### config.mk
export PLATFORM = sky130hd
export DESIGN_NAME = spi_slave_core_param
export DESIGN_NICKNAME = d
export VERILOG_FILES = /design/src/rtl/spi_slave_core_param.sv
export SDC_FILE = /design/constraint.sdc
export NUM_CORES = 1
export LEC_CHECK = 0
export BUFFER_PORTS_ARGS = -buffer_cell sky130_fd_sc_hd__buf_2
export CAP_MARGIN = 20
export CORE_MARGIN = 1
export CORE_UTILIZATION = 53
export CTS_CLUSTER_DIAMETER = 200
export CTS_CLUSTER_SIZE = 8
export DETAILED_ROUTE_END_ITERATION = 8
export GPL_TIMING_DRIVEN = 1
export PLACE_DENSITY = 0.86
export SYNTH_ARGS = -nofsm -noshare
export SYNTH_HDL_FRONTEND = slang
export SYNTH_SLANG_ARGS = --single-unit
export TNS_END_PERCENT = 30
### constraint.sdc
create_clock -name clk -period 2 [get_ports clk]
set_clock_uncertainty 0.1 [all_clocks]
set_input_delay 0.4 -clock clk [delete_from_list [all_inputs] [get_ports clk]]
set_output_delay 0.4 -clock clk [all_outputs]
set_load 0.02 [all_outputs]
### src/rtl/spi_slave_core_param.sv
// Parametrised SPI slave: oversamples SCK/CS/MOSI in the clk domain, deserialises MOSI into
// WIDTH-bit words and serialises user words onto MISO with a valid/ack/underrun handshake.
module spi_slave_core_param #(
   parameter int unsigned      WIDTH       = 8,
   parameter bit               CPOL        = 1'b0,
   parameter bit               CPHA        = 1'b0,
   parameter bit               LSB_FIRST   = 1'b0,
   parameter int unsigned      SYNC_STAGES = 2,
   parameter logic [WIDTH-1:0] FILL        = {WIDTH{1'b1}}
) (
   input  logic             clk,
   input  logic             rst,
   input  logic             spi_mosi,
   output logic             spi_miso,
   input  logic             spi_cs_n,
   input  logic             spi_clk,
   output logic [WIDTH-1:0] user_out,
   output logic             user_out_stb,
   input  logic [WIDTH-1:0] user_in,
   input  logic             user_in_valid,
   output logic             user_in_ack,
   output logic             tx_underrun,
   output logic             csn_state,
   output logic             csn_rise,
   output logic             csn_fall
);

   localparam int unsigned   CW   = (WIDTH > 1) ? $clog2(WIDTH) : 1;
   localparam logic [CW-1:0] LAST = CW'(WIDTH - 1);

   logic [SYNC_STAGES-1:0] sck_sync_q, cs_sync_q, mosi_sync_q;
   logic                   sck_prev_q, cs_prev_q;
   logic                   sck_s, mosi_s;

   logic [CW-1:0]    bit_cnt_q, bit_cnt_d;
   logic [WIDTH-1:0] rx_sr_q, rx_sr_d;
   logic [WIDTH-1:0] tx_reg_q, tx_reg_d;
   logic [WIDTH-1:0] user_out_q, user_out_d;
   logic             stb_q, stb_d;
   logic             miso_q, miso_d;

   logic             sck_edge, active, lead, trail, sample, shift, last_bit, load;
   logic [WIDTH-1:0] rx_next, tx_word;
   logic [CW-1:0]    tx_idx;
   logic             first_bit;

   // Sync chains reset to the idle bus state so reset release creates no edge.
   always_ff @(posedge clk) begin
      if (rst) begin
         sck_sync_q  <= {SYNC_STAGES{CPOL}};
         cs_sync_q   <= {SYNC_STAGES{1'b1}};
         mosi_sync_q <= '0;
         sck_prev_q  <= CPOL;
         cs_prev_q   <= 1'b1;
      end else begin
         sck_sync_q  <= {sck_sync_q[SYNC_STAGES-2:0], spi_clk};
         cs_sync_q   <= {cs_sync_q[SYNC_STAGES-2:0], spi_cs_n};
         mosi_sync_q <= {mosi_sync_q[SYNC_STAGES-2:0], spi_mosi};
         sck_prev_q  <= sck_sync_q[SYNC_STAGES-1];
         cs_prev_q   <= cs_sync_q[SYNC_STAGES-1];
      end
   end

   assign sck_s     = sck_sync_q[SYNC_STAGES-1];
   assign mosi_s    = mosi_sync_q[SYNC_STAGES-1];
   assign csn_state = cs_sync_q[SYNC_STAGES-1];
   assign csn_fall  = cs_prev_q & ~csn_state;
   assign csn_rise  = ~cs_prev_q & csn_state;

   // A CS fall wins over an SCK edge landing in the same cycle.
   assign sck_edge = sck_s ^ sck_prev_q;
   assign active   = ~csn_state & ~csn_fall;
   assign lead     = active & sck_edge & (sck_s != CPOL);
   assign trail    = active & sck_edge & (sck_s == CPOL);
   assign sample   = CPHA ? trail : lead;
   assign shift    = CPHA ? lead : trail;
   assign last_bit = sample & (bit_cnt_q == LAST);
   assign load     = csn_fall | last_bit;

   assign user_in_ack = load & user_in_valid;
   assign tx_underrun = load & ~user_in_valid;
   assign tx_word     = user_in_valid ? user_in : FILL;
   assign first_bit   = LSB_FIRST ? tx_word[0] : tx_word[WIDTH-1];
   assign tx_idx      = LSB_FIRST ? bit_cnt_q : LAST - bit_cnt_q;

   assign rx_next = LSB_FIRST ? {mosi_s, rx_sr_q[WIDTH-1:1]} : {rx_sr_q[WIDTH-2:0], mosi_s};

   always_comb begin
      bit_cnt_d  = bit_cnt_q;
      rx_sr_d    = rx_sr_q;
      tx_reg_d   = tx_reg_q;
      user_out_d = user_out_q;
      stb_d      = 1'b0;
      miso_d     = miso_q;

      // Any CS transition discards a partial word.
      if (csn_rise || csn_fall) begin
         bit_cnt_d = '0;
      end

      if (sample) begin
         rx_sr_d = rx_next;
         if (bit_cnt_q == LAST) begin
            bit_cnt_d  = '0;
            user_out_d = rx_next;
            stb_d      = 1'b1;
         end else begin
            bit_cnt_d = bit_cnt_q + 1'b1;
         end
      end

      if (load) begin
         tx_reg_d = tx_word;
      end

      if (csn_fall && !CPHA) begin
         miso_d = first_bit;
      end else if (shift) begin
         miso_d = tx_reg_q[tx_idx];
      end
   end

   always_ff @(posedge clk) begin
      if (rst) begin
         bit_cnt_q  <= '0;
         rx_sr_q    <= '0;
         tx_reg_q   <= '0;
         user_out_q <= '0;
         stb_q      <= 1'b0;
         miso_q     <= 1'b0;
      end else begin
         bit_cnt_q  <= bit_cnt_d;
         rx_sr_q    <= rx_sr_d;
         tx_reg_q   <= tx_reg_d;
         user_out_q <= user_out_d;
         stb_q      <= stb_d;
         miso_q     <= miso_d;
      end
   end

   assign user_out     = user_out_q;
   assign user_out_stb = stb_q;
   assign spi_miso     = miso_q;

endmodule

== Word level (Yosys, flattened, before mapping) ==
Cells that the tools add are included.
Storage, ports and cells
  word-level logic and storage cells: 46
  register bits: 36
  bits of input ports: 14
  output and inout bits: 15
Operators by class
  add/sub/neg operators: 2
  $lt $le $gt $ge: 1
  bitwise operators: 17
  reductions and logical operators: 5
  multiplexer cells: 9
  eq/ne operators: 1
Operators by type and width (count)
  1-bit AND: 9
  3-bit two-way mux: 3
  8-bit two-way mux: 1
  1-bit inverter: 6
  3-bit by 4-bit < comparator with 1-bit output, second input constant: 1
  1-bit two-way mux: 4
  2-bit nonzero test: 2
  3-bit by 1-bit adder with 3-bit output, second input constant: 1
  1-bit binary-select mux with 3-bit select: 1
  3-bit equality test, second input constant: 1
  3-bit subtractor, first input constant: 1
  2-bit AND reduction: 1
  2-bit OR reduction: 1
  1-bit logical OR: 1
  1-bit OR: 1
  1-bit XOR: 1

== Depth between registers and ports, before layout ==
  word-level depth: 9
  depth in mapped cells: 7
  gate-level depth less buffers: 5

== Worst setup path after synthesis ==
OpenSTA, ideal clock, no wires.
  kind: reg-to-output
  start point: reg bit_cnt_q[1]
  end point: out tx_underrun
  cell stages (with the launch flop): 7
  buffers on the path: 1
  path slack: 0.021 ns
  data required time: 1.500 ns
  arrival: 1.479 ns
  cells stage by stage: dfxtp_1 -> ha_1 -> ha_1 -> nand4b_1 -> nand2b_1 -> buf_2 -> nor2b_1
Between the ends
  longest elaborated chain between the ends: 4
Ends and longest elaborated chain
  start: declaration: line 35  | logic [CW-1:0] bit_cnt_q, bit_cnt_d;
  start signal: assignment: line 132  | bit_cnt_q <= bit_cnt_d;
  3-bit equality test: line 77  | assign last_bit = sample & (bit_cnt_q == LAST);
  1-bit AND: line 77
  1-bit OR: line 78  | assign load = csn_fall | last_bit;
  1-bit AND: line 81  | assign tx_underrun = load & ~user_in_valid;
  end: declaration: line 22  | output logic tx_underrun,
Every way passes these cells.

== Worst setup path after layout ==
Same ends and word-level chain as after synthesis.

==> out/metrics.cfg <==
[timing]
max_freq_mhz = 466
period_share_pct = 107
finalMaxSlewViolations = 0
fin_crit_ns = 2.15
hold_viol_final = 0
tightest_slew_ns = 0.645
relSlewSlack_pct = 57.0
timing.final.ws_setup_ns = -0.145
rsz0062_at_grt = yes
holdWs_ns = 0.118
finalSetupViolCount = 2

[die]
fp-row-count = 18
die-area_sq_um = 3030
io-pin-count = 29
start_util_pct = 58.1
die_h_um = 55.1
die_w_um = 55.1
core_area_sq_um = 2570

[grt]
grt_pass1_wl_um = 5640
grt_max_degree = 37
antenna_found_initial = 0
grt_pass1_vias = 1170
grt_util_all_layers_pct = 27.9
grt_overflow_total = 0

[place]
place_ws_ns = 0.225
placed_cell_area_sq_um = 1630
dp_hpwl_um = 2110
routabilityCongestion = 0.811
portBuffers = 28

[logic_synthesis]
post-synth-top-area-fraction_pct = 48.3
yosysWarningCount = 0
synth_area_sq_um = 1490
synth_nets = 182
ys_top_cells_by_area = dfxtp_1 (48%), a21oi_1 (6.4%), a311oi_1 (5.3%)
synth.largest_area_cell = dfxtp_1
yosysUniqueCellTypes = 28
syn_avg_cell_area_sq_um = 9.16
netlist_instances = 163
yosysSeqAreaShare_pct = 48.3
ys_ff_latch = 36

[cells_and_area]
finalNetCount = 221
final_cell_area_sq_um = 1860
drive_gt1_share_pct = 33.0
syn_to_final_growth_pct = 24.8
fin_util_pct = 72.6
diodes = 0

[power]
p_clk_share_pct = 38.5
internal-power_mw = 1.03
pwr-share-seq_pct = 55.0
power.density_nw_per_um2 = 726
p_total_mw = 1.35
power_leakage_nw = 0.767
irDropWorstVdd_mv = 0.625
p_sw_mw = 0.319
switching_share_pct = 23.6
comb_power_share_pct = 6.5

[route]
wire_per_inst_um = 16.7
antenna_left = 0
drtPass1Iterations = 4
drtIter0Drc = 46
vias_per_cell = 5.89
num_vias = 1372
wirelength_um = 3890
drc = 0

[clock_network]
htreeDepth = 2
clk_pin_slew_ns = 0.12
cts_tree = done
cts_hold_buf = 0
cts-root-buf = clkbuf_4
cts_buffers = 5
clock_latency_ns = 0.36
clock_sinks = 36
ctsLongestPathBuffers = 2

[min_path]
holdCritStartpoint = spi_cs_n
worstHoldPathCells = 2
hold_path.class = in2reg
hold_end = cs_sync_q[0]

[run_status]
violations = setup timing
outcome = complete, but fails checks

[worst_setup_path]
end_kind = output port
critPathArrivalTime_ns = 1.65
r2r_cells = 11
crit_fanout = 3
r2r_setup_slack_ns = 0.05
rr_startpoint = bit_cnt_q[1]
r2r-end = user_out_stb
startpoint = bit_cnt_q[1]
startpoint_type = flip-flop
critPathKind = reg2out
worst_ep_required_time_ns = 1.50

[job]
drv_cap = 0

[through the flow]
stage / TNS [ns] / instances
after floorplan: 0 / 163
after global placement: 0 / 213
after detailed placement: 0 / 213
after CTS: -0.0744 / 232
after global routing: -0.392 / 233
final: -0.280 / 233
[metal layers]
| layer | GRT usage (%) | share of wire [%] | vias up |
|---|---|---|---|
| li1 | - | - | 647 |
| met5 | 0 | 0 | - |
| met3 | 8.47 | 5.8 | 12 |
| met1 | 33.0 | 40 | 652 |
| met4 | 12.5 | 2.2 | 0 |
| met2 | 46.4 | 51 | 61 |
[synth_stat cells]
cell type / n
o21ai_0: 8
nand2_1: 17
buf_6: 1
nor2_1: 1
and4bb_2: 1
o22a_1: 1
nor3_1: 8
nand4b_1: 1
nand2b_1: 3
ha_1: 5
buf_4: 2
nand3b_1: 5
buf_2: 5
a311oi_1: 9
a21oi_1: 19
mux4_1: 1
or3_1: 1
clkbuf_1: 4
dfxtp_1: 36
and2_1: 2
mux2i_1: 2
and4b_1: 1
or2_2: 4
nand3b_2: 1
inv_1: 10
and3b_1: 1
nor2b_1: 6
nand3_1: 8
[timing repair]
item,4_1_cts,5_1_grt
setup buffers,11,1
resized for setup,11,5
pin swaps,2,0
endpoints found under the setup margin,2,3
[worst max path at each step]
| stage | slack [ns] | end | cells past startpoint |
|---|---|---|---|
| 6_report | -0.15 | tx_underrun | 6 |
| 5_1_grt | -0.20 | tx_underrun | 6 |
| 4_1_cts | -0.04 | tx_underrun | 6 |
| 3_5_place_dp | 0.22 | tx_underrun | 6 |
| 3_3_place_gp | 0.27 | user_in_ack | 6 |
| 2_1_floorplan | 0.02 | tx_underrun | 6 |
[power by group through the flow]
stage / combinational [mW] / sequential [mW] / clock [mW]
finish: 0.0883 / 0.744 / 0.521
global route: 0.0951 / 0.746 / 0.551
CTS: 0.0816 / 0.742 / 0.516
detailed placement: 0.0778 / 0.758 / 0
global placement: 0.0747 / 0.757 / 0
floorplan: 0.0520 / 0.758 / 0
[layout by cell type, fill, tap and decap left out, drive strengths merged]
master    netlist  routed
mux4            1       1
nor2b           6       6
nand3b          6       6
dfxtp          36      36
nand3           8       8
clkinv          0       1
nand2          17      17
ha              5       5
bufinv          0       1
a21oi          19      19
nor2            1       1
clkinvlp        0       1
nand2b          3       3
buf             8      44
o21ai           8       8
and2            2       2
o22a            1       1
nor3            8       8
a311oi          9       9
inv            10      10
and3b           1       1
and4b           1       1
and4bb          1       1
or3             1       1
or2             4       4
clkbuf          4       5
nand4b          1       1
mux2i           2       2
[registers in the layout, indices dropped and copies added, names as in the netlist]
name	flops
cs_sync_q	2
mosi_sync_q	2
user_out	8
rx_sr_q	7
user_out_stb	1
cs_prev_q	1
spi_miso	1
sck_sync_q	2
tx_reg_q	8
sck_prev_q	1
bit_cnt_q	3
[cell families after synthesis]
family	after synthesis	synth area share [%]
compound gates	37	14.9
fa+ha+maj	5	4.19
buf+inv	22	6.96
flops	36	48.3
mux	3	3.10
simple gates	60	22.5
[worst max-delay path, stage by stage (launching register included)]
cell and delay [ns]:
dfxtp_2 0.37, ha_4 0.15, ha_4 0.14, nand4b_1 0.14
nand2b_1 0.16, nor2b_1 0.16, buf_4 0.16
[final cells by class]
cell class	instances	area (sq um)
Clock buffer	5	37.5
Inverter	10	37.5
Tap cell	30	37.5
Timing Repair Buffer	44	269
Fill cell	188	704
Clock inverter	3	42.5
Sequential cell	36	726
Multi-Input combinational cell	105	713
(Power assumes the default switching activity.)
